### src/rtl/z_core_control_unit.sv
// Z-Core RV32I multi-cycle control sequencer.
// Steps each instruction through fetch/decode/execute/mem/writeback.
module z_core_control_unit #(
  parameter int TIMEOUT_CYCLES = 0
) (
  input  logic       clk,
  input  logic       rstn,
  input  logic [6:0] op,
  input  logic [2:0] funct3,
  input  logic [4:0] rd,
  input  logic       branch_taken,
  input  logic       mem_ready,
  output logic       mem_valid,
  output logic       mem_we,
  output logic       mem_addr_sel,
  output logic       ir_we,
  output logic       pc_we,
  output logic [1:0] pc_sel,
  output logic       rf_we,
  output logic [1:0] wb_sel,
  output logic       alu_a_sel,
  output logic       alu_b_sel,
  output logic [2:0] imm_sel,
  output logic [1:0] alu_mode,
  output logic       retire,
  output logic       halted,
  output logic       illegal_inst,
  output logic       bus_error
);

  localparam logic [6:0] OP_LUI    = 7'h37;
  localparam logic [6:0] OP_AUIPC  = 7'h17;
  localparam logic [6:0] OP_JAL    = 7'h6F;
  localparam logic [6:0] OP_JALR   = 7'h67;
  localparam logic [6:0] OP_BRANCH = 7'h63;
  localparam logic [6:0] OP_LOAD   = 7'h03;
  localparam logic [6:0] OP_STORE  = 7'h23;
  localparam logic [6:0] OP_OPIMM  = 7'h13;
  localparam logic [6:0] OP_OP     = 7'h33;
  localparam logic [6:0] OP_FENCE  = 7'h0F;
  localparam logic [6:0] OP_SYSTEM = 7'h73;

  typedef enum logic [2:0] {
    S_IDLE,
    S_FETCH,
    S_DECODE,
    S_EXEC,
    S_MEM,
    S_WB,
    S_HALT
  } state_t;

  state_t      r_state;
  state_t      w_next;
  logic [15:0] r_wait_cnt;
  logic        r_illegal;
  logic        r_bus_err;
  logic        w_set_ill;
  logic        w_set_bus;
  logic        w_to_hit;
  logic        w_rd_nz;

  logic w_lui, w_auipc, w_jal, w_jalr, w_branch;
  logic w_load, w_store, w_opimm, w_opr, w_fence, w_system;
  logic w_legal;

  // ALU/immediate selects implied by the opcode
  logic       w_a_sel;
  logic       w_b_sel;
  logic [2:0] w_imm_sel;
  logic [1:0] w_mode;

  // funct3 is consumed by the ALU itself, not by sequencing
  logic w_unused_funct3;
  assign w_unused_funct3 = ^funct3;

  assign w_lui    = (op == OP_LUI);
  assign w_auipc  = (op == OP_AUIPC);
  assign w_jal    = (op == OP_JAL);
  assign w_jalr   = (op == OP_JALR);
  assign w_branch = (op == OP_BRANCH);
  assign w_load   = (op == OP_LOAD);
  assign w_store  = (op == OP_STORE);
  assign w_opimm  = (op == OP_OPIMM);
  assign w_opr    = (op == OP_OP);
  assign w_fence  = (op == OP_FENCE);
  assign w_system = (op == OP_SYSTEM);

  assign w_legal = w_lui | w_auipc | w_jal | w_jalr
                 | w_branch | w_load | w_store
                 | w_opimm | w_opr | w_fence | w_system;

  assign w_rd_nz = (rd != 5'd0);

  // Wait counter has reached the limit on this waiting cycle
  assign w_to_hit = (TIMEOUT_CYCLES != 0) &&
    ((32'(r_wait_cnt) + 32'd1) >= 32'(TIMEOUT_CYCLES));

  // Datapath selects per opcode class
  always_comb begin
    w_a_sel   = 1'b0;
    w_b_sel   = 1'b0;
    w_imm_sel = 3'd0;
    w_mode    = 2'd0;
    unique case (1'b1)
      w_opr: begin
        w_mode = 2'd1;
      end
      w_opimm: begin
        w_b_sel = 1'b1;
        w_mode  = 2'd1;
      end
      w_lui: begin
        w_b_sel   = 1'b1;
        w_imm_sel = 3'd3;
        w_mode    = 2'd2;
      end
      w_auipc: begin
        w_a_sel   = 1'b1;
        w_b_sel   = 1'b1;
        w_imm_sel = 3'd3;
      end
      w_load: begin
        w_b_sel = 1'b1;
      end
      w_store: begin
        w_b_sel   = 1'b1;
        w_imm_sel = 3'd1;
      end
      w_branch: begin
        w_imm_sel = 3'd2;
        w_mode    = 2'd1;
      end
      w_jal: begin
        w_imm_sel = 3'd4;
      end
      w_jalr: begin
        w_b_sel = 1'b1;
      end
      default: ;
    endcase
  end

  // Next-state and control outputs
  always_comb begin
    w_next       = r_state;
    w_set_ill    = 1'b0;
    w_set_bus    = 1'b0;
    mem_valid    = 1'b0;
    mem_we       = 1'b0;
    mem_addr_sel = 1'b0;
    ir_we        = 1'b0;
    pc_we        = 1'b0;
    pc_sel       = 2'd0;
    rf_we        = 1'b0;
    wb_sel       = 2'd0;
    alu_a_sel    = 1'b0;
    alu_b_sel    = 1'b0;
    imm_sel      = 3'd0;
    alu_mode     = 2'd0;
    retire       = 1'b0;
    unique case (r_state)
      S_IDLE: w_next = S_FETCH;
      S_FETCH: begin
        mem_valid = 1'b1;
        if (mem_ready) begin
          ir_we  = 1'b1;
          w_next = S_DECODE;
        end else if (w_to_hit) begin
          w_set_bus = 1'b1;
          w_next    = S_HALT;
        end
      end
      S_DECODE: begin
        if (!w_legal) begin
          w_set_ill = 1'b1;
          w_next    = S_HALT;
        end else if (w_system) begin
          retire = 1'b1;
          w_next = S_HALT;
        end else begin
          w_next = S_EXEC;
        end
      end
      S_EXEC: begin
        alu_a_sel = w_a_sel;
        alu_b_sel = w_b_sel;
        imm_sel   = w_imm_sel;
        alu_mode  = w_mode;
        unique case (1'b1)
          w_branch: begin
            pc_we  = 1'b1;
            pc_sel = branch_taken ? 2'd1 : 2'd0;
            retire = 1'b1;
            w_next = S_FETCH;
          end
          w_jal: begin
            pc_we  = 1'b1;
            pc_sel = 2'd1;
            wb_sel = 2'd2;
            rf_we  = w_rd_nz;
            retire = 1'b1;
            w_next = S_FETCH;
          end
          w_jalr: begin
            pc_we  = 1'b1;
            pc_sel = 2'd2;
            wb_sel = 2'd2;
            rf_we  = w_rd_nz;
            retire = 1'b1;
            w_next = S_FETCH;
          end
          w_fence: begin
            pc_we  = 1'b1;
            retire = 1'b1;
            w_next = S_FETCH;
          end
          (w_load | w_store): w_next = S_MEM;
          default: w_next = S_WB;
        endcase
      end
      S_MEM: begin
        alu_a_sel    = w_a_sel;
        alu_b_sel    = w_b_sel;
        imm_sel      = w_imm_sel;
        alu_mode     = w_mode;
        mem_valid    = 1'b1;
        mem_addr_sel = 1'b1;
        mem_we       = w_store;
        if (mem_ready) begin
          if (w_store) begin
            pc_we  = 1'b1;
            retire = 1'b1;
            w_next = S_FETCH;
          end else begin
            w_next = S_WB;
          end
        end else if (w_to_hit) begin
          w_set_bus = 1'b1;
          w_next    = S_HALT;
        end
      end
      S_WB: begin
        alu_a_sel = w_a_sel;
        alu_b_sel = w_b_sel;
        imm_sel   = w_imm_sel;
        alu_mode  = w_mode;
        rf_we     = w_rd_nz;
        wb_sel    = w_load ? 2'd1 : 2'd0;
        pc_we     = 1'b1;
        retire    = 1'b1;
        w_next    = S_FETCH;
      end
      S_HALT: w_next = S_HALT;
      default: w_next = S_IDLE;
    endcase
  end

  assign halted       = (r_state == S_HALT);
  assign illegal_inst = r_illegal;
  assign bus_error    = r_bus_err;

  // State register
  always_ff @(posedge clk or negedge rstn) begin
    if (!rstn) r_state <= S_IDLE;
    else       r_state <= w_next;
  end

  // Memory wait counter: cleared on entering a request state
  always_ff @(posedge clk or negedge rstn) begin
    if (!rstn) begin
      r_wait_cnt <= 16'd0;
    end else if ((w_next != r_state) &&
                 ((w_next == S_FETCH) || (w_next == S_MEM))) begin
      r_wait_cnt <= 16'd0;
    end else if (mem_valid && !mem_ready &&
                 (r_wait_cnt != 16'hFFFF)) begin
      r_wait_cnt <= r_wait_cnt + 16'd1;
    end
  end

  // Sticky halt causes
  always_ff @(posedge clk or negedge rstn) begin
    if (!rstn) begin
      r_illegal <= 1'b0;
      r_bus_err <= 1'b0;
    end else begin
      if (w_set_ill) r_illegal <= 1'b1;
      if (w_set_bus) r_bus_err <= 1'b1;
    end
  end

endmodule

### config.mk
export PLATFORM = sky130hd
export DESIGN_NAME = z_core_control_unit
export DESIGN_NICKNAME = d
export VERILOG_FILES = /design/src/rtl/z_core_control_unit.sv
export SDC_FILE = /design/constraint.sdc
export NUM_CORES = 1
export LEC_CHECK = 0
export ABC_CLOCK_PERIOD_IN_PS = 3100
export BUFFER_PORTS_ARGS = -buffer_cell sky130_fd_sc_hd__buf_4
export CORE_AREA = 2 2 44 46
export DETAILED_ROUTE_END_ITERATION = 12
export DIE_AREA = 0 0 46 48
export PLACE_DENSITY = 0.72
export SYNTH_ARGS = -nofsm -noshare
export SYNTH_HDL_FRONTEND = slang
export SYNTH_SLANG_ARGS = --single-unit
### constraint.sdc
create_clock -name clk -period 3.1 [get_ports clk]
set_clock_uncertainty 0.05 [all_clocks]
set_input_delay 0.62 -clock clk [delete_from_list [all_inputs] [get_ports clk]]
set_output_delay 0.62 -clock clk [all_outputs]
set_load 0.02 [all_outputs]
# Word level (Yosys, flattened, before mapping)
# Cells that the tools add are included.
# Widths: inputs -> output; s select.
[word_totals] out_inout_bits=21 word_cells=80 in_bits=19 ff_bits=4
[op_classes] n_eq_ne=19 bitwise=11 reduce_logical=11 mux=37
[op_table] op="$eq 7x7->1 const B" n=4
[op_table] op="$eq 7x6->1 const B" n=3
[op_table] op="$mux 1" n=19
[op_table] op="$mux 3" n=6
[op_table] op="$pmux 3 s6" n=1
[op_table] op="$eq 7x5->1 const B" n=2
[op_table] op="$pmux 3 s4" n=1
[op_table] op="$or 1x1->1" n=11
[op_table] op="$eq 3x3->1 const B" n=3
[op_table] op="$pmux 2 s2" n=2
[op_table] op="$reduce_or 2->1" n=4
[op_table] op="$eq 7x2->1 const B" n=1
[op_table] op="$eq 7x4->1 const B" n=1
[op_table] op="$eq 3x2->1 const B" n=2
[op_table] op="$mux 2" n=3
[op_table] op="$pmux 2 s3" n=1
[op_table] op="$pmux 3 s2" n=1
[op_table] op="$reduce_or 3->1" n=2
[op_table] op="$reduce_or 6->1" n=1
[op_table] op="$reduce_bool 5->1" n=1
[op_table] op="$ne 2x2->1 const B" n=2
[op_table] op="$pmux 1 s4" n=1
[op_table] op="$reduce_or 4->1" n=1
[op_table] op="$eq 3x1->1 const B" n=1
[op_table] op="other kinds (4)" n=4

# Depth between registers and ports, before layout
[depth] depth_word=13 mapped_depth=5 ltp_nobuf=4

# Worst setup path before layout
# OpenSTA, ideal clock, no wires.
[synth_timing] kind="in2out" from="input op[4]" to="output pc_sel[0]" t_required_ps=2430 path_slack_ps=716 path_buffers=1 path_stages=4 arrival_time_ps=1714 path_cell_list="clkbuf_1 nand3b_1 nor3_1 a21boi_0"
[synth_between] elab_chain_len=3 elab_cells_between_ends=5 classes_between="3 x eq/ne; 2 x mux"
[synth_lines] item="start, declared" line="8" text="input logic [6:0] op,"
[synth_lines] item="$eq 7x7->1, on equally long branches" line="80, 79, 81"
[synth_lines] item="$pmux 2 s3 *" line="190" text="unique case (1'b1)"
[synth_lines] item="$mux 2 *" line="162" text="unique case (r_state)"
[synth_lines] item="end, declared" line="18" text="output logic [1:0] pc_sel,"
# Mark *: on every way between the ends. The rest lies on a longest branch, timed or not.

# Worst setup path after layout
[layout_timing] from="register r_state[0]" to="output imm_sel[0]"
[layout_between] elab_chain_len=3 elab_cells_between_ends=5 classes_between="3 x eq/ne; 1 x mux; 1 x reduce/logical"
[layout_lines] item="start, declared" line="53" text="state_t r_state;"
[layout_lines] item="start signal, assigned" line="266" text="else r_state <= w_next;"
[layout_lines] item="$eq 3x3->1 or $eq 3x2->1 (tied branches)" line="162"
[layout_lines] item="$reduce_or 3->1 (no source line) *"
[layout_lines] item="$mux 3 *" line="162"
[layout_lines] item="end, declared" line="23" text="output logic [2:0] imm_sel,"
# Marks and branches as above.

==> impl_metrics.yaml <==
outcome:
  status: "finished, final reports clean"
synthesis:
  syn_inst: 98
  syn_nets: 118
  syn_avg_cell_area_um2: 6.703
  ys.flop_type: "dfrtp_1"
  ys_ff_latch: 4
  yosys.cell_types.count: 41
  async_reset_ff_share_pct: 100.0
  synth_edf_count: 0
  netlist_area_um2: 656.9
  ys_warn_count: 0
  seq_area_frac_synth_pct: 15.24
clock_tree:
  clk_pin_slew_ns: 0.04
  root_buffer: "clkbuf_4"
  clk_latency_ns: 0.24
  cts_tree: "done"
  h-tree-depth: 1
  clock_path_buffers: 2
  clock_sinks: 4
  postCtsHoldBufs: 0
  cts_setup_buffers: 0
  cts_buffers: 3
  post_cts_resize_count: 0
place:
  hpwl_mm: 1.421
  placed_area_um2: 910.9
  dp.cells: 144
  place_congestion: 0.7849
  portBuffers: 35
grt:
  grt-ovfl-total: 0
  grt_use_met2_pct: 32.78
  grt_util_met1_pct: 19.07
  antenna_found_initial: 0
  grt_pass1_wl_mm: 2.780
  grt_usage_pct: 17.12
  grt_max_degree: 13
  grt_pass1_vias: 710
  grt_busiest_layer: "met2"
  grt_use_met3_pct: 1.887
power_and_ir_drop:
  p_total_mw: 0.4679
  powerDensity_mw_per_mm2: 501.3
  peakVddDrop_mv: 0.2575
  leakagePower_nw: 0.4182
final_layout:
  nets: 152
  final_cells: 147
  drive_above_1_share_pct: 33.85
  syn_to_final_growth_pct: 42.10
  nFillCells: 183
  final_area_um2: 933.4
  insertedDiodeCount: 0
floorplanning:
  die_area_mm2: 0.002208
  dieHeight_um: 48
  rows: 15
  initial_utilization_pct: 38.89
  pin_count: 40
  core-area_mm2: 0.001689
  die_w_um: 46
critical_path:
  r2r_start: "r_state[0]$_DFFE_PN0P_"
  cp-start-kind: "register"
  rr_worst_depth: 4
  crit_type: "reg -> out"
  crit_arrival_ns: 1.85
  worstPathMaxFanout: 12
  cp-startpoint: "r_state[0]$_DFFE_PN0P_"
  reg2reg_to: "r_state[2]$_DFFE_PN0P_"
  cp.required_ns: 2.43
  rrSetupSlack_ns: 1.64
  crit_end: "imm_sel[0]"
  worstSetupEndpointType: "primary output"
timing:
  fmax_mhz: 396.1
  hold_ws_ns: 0.1148
  hold_viol_final: 0
  layout_min_cycle_time_ns: 2.525
  final_max_slew_viol_count: 0
  fin_crit_sh_pct: 81.45
  tns_ns: 0
  rsz0062_at_grt: "no"
  finalSetupViolations: 0
drt:
  ant_nets: 0
  vias_per_cell: 5.544
  drt-total-wl_mm: 1.770
  wl_per_cell_um: 12.04
  drt_first_pass_iters: 4
  drtIter0Drc: 19
  vias: 815
  drc: 0
job:
  maxCapViolCount: 0
hold_path:
  hold_path.class: "in -> async"
[where the power goes]
group / leakage, nW / switching (mW) / internal, mW
combinational: 0.359 / 0.155 / 0.136
sequential: 0.0452 / 0.0397 / 0.0709
clock: 0.0138 / 0.0232 / 0.0434
total: 0.418 / 0.218 / 0.250
[stage by stage]
stage | setup slack, ns | util [%]
5_1_grt | 0.4626 | 55.26
3_3_place_gp | 0.6532 | 53.93
2_1_floorplan | 0.7155 | -
3_5_place_dp | 0.6309 | 53.93
6_report | 0.5751 | 55.26
4_1_cts | 0.5804 | 55.26
[sequential cells by signal, indices dropped and copies added, names as in the netlist]
name	flops
r_state	3
illegal_inst	1
[layout by cell type (no fill, tap or decap), types with 2 or more instances in the layout]
cell      netlist  final
buf_4           1     35
nor2_1         14     14
nand2_1        11     11
nor3_1          7      7
a21oi_1         6      6
inv_1           5      5
nor2b_1         4      4
o21ai_0         4      4
dfrtp_1         4      4
nand2b_1        3      3
clkbuf_4        0      3
o22ai_1         2      2
nand3_1         2      2
and4bb_2        2      2
nand3b_1        2      2
o22a_1          2      2
[synthesized netlist by cell type (2+ instances only)]
master / count / area (um2)
nand3b_1: 2 / 15.01
nand2b_1: 3 / 18.77
buf_2: 3 / 15.01
nor2_1: 14 / 52.55
dfrtp_1: 4 / 100.1
clkbuf_1: 2 / 7.510
nor2b_1: 4 / 25.02
o22ai_1: 2 / 12.51
a21oi_1: 6 / 30.03
and4bb_2: 2 / 25.02
o21ai_0: 4 / 20.02
nand2_1: 11 / 41.29
inv_1: 5 / 18.77
nor3_1: 7 / 35.03
o22a_1: 2 / 17.52
nand3_1: 2 / 10.01
[routing by layer]
metal  up-vias  wire (um)
met1       362        713
met4         0         25
met5         -          0
met2        36        889
li1        414          -
met3         3        141
[logic make-up (layout without fill, tap and decap cells)]
family | Yosys count | in the layout | share of synthesized area, %
AO/OA/AOI/OAI | 23 | 23 | 22.67
XOR/XNOR | 1 | 1 | 1.334
adder cells (fa/ha/maj) | 1 | 1 | 1.904
buffers and inverters | 11 | 43 | 7.429
flip-flops | 4 | 4 | 15.24
other | 1 | 1 | 0.5709
AND/OR/NAND/NOR | 57 | 57 | 50.86
[layout make-up]
type | instances | area, um2 | share of cell area [%]
timing repair buffer | 35 | 262.8 | 28.15
inverter | 5 | 18.77 | 2.011
clock buffer | 3 | 22.52 | 2.413
multi-input combinational | 83 | 508.0 | 54.42
tap | 17 | 21.27 | 2.279
sequential | 4 | 100.1 | 10.72
[worst max-delay path, cell delays in order, from the launching register on]
cell	delay, ns
dfrtp_1	0.52
and3b_2	0.29
nor2_1	0.08
or3_4	0.36
a211oi_1	0.18
buf_4	0.18
[how the worst min path moves through the flow]
stage | startpoint | end | slack [ns] | cells after the start
final | rstn | illegal_inst$_DFFE_PN0P_ | 0.11 | 1
after global routing | rstn | illegal_inst$_DFFE_PN0P_ | 0.11 | 1
after CTS | rstn | r_state[2]$_DFFE_PN0P_ | 0.11 | 1
after detailed placement | rstn | illegal_inst$_DFFE_PN0P_ | 0.37 | 1
after global placement | rstn | illegal_inst$_DFFE_PN0P_ | 0.37 | 1
after floorplan | rstn | illegal_inst$_DFFE_PN0P_ | 0.27 | 0
No activity file was read; power rests on OpenSTA's default activity.
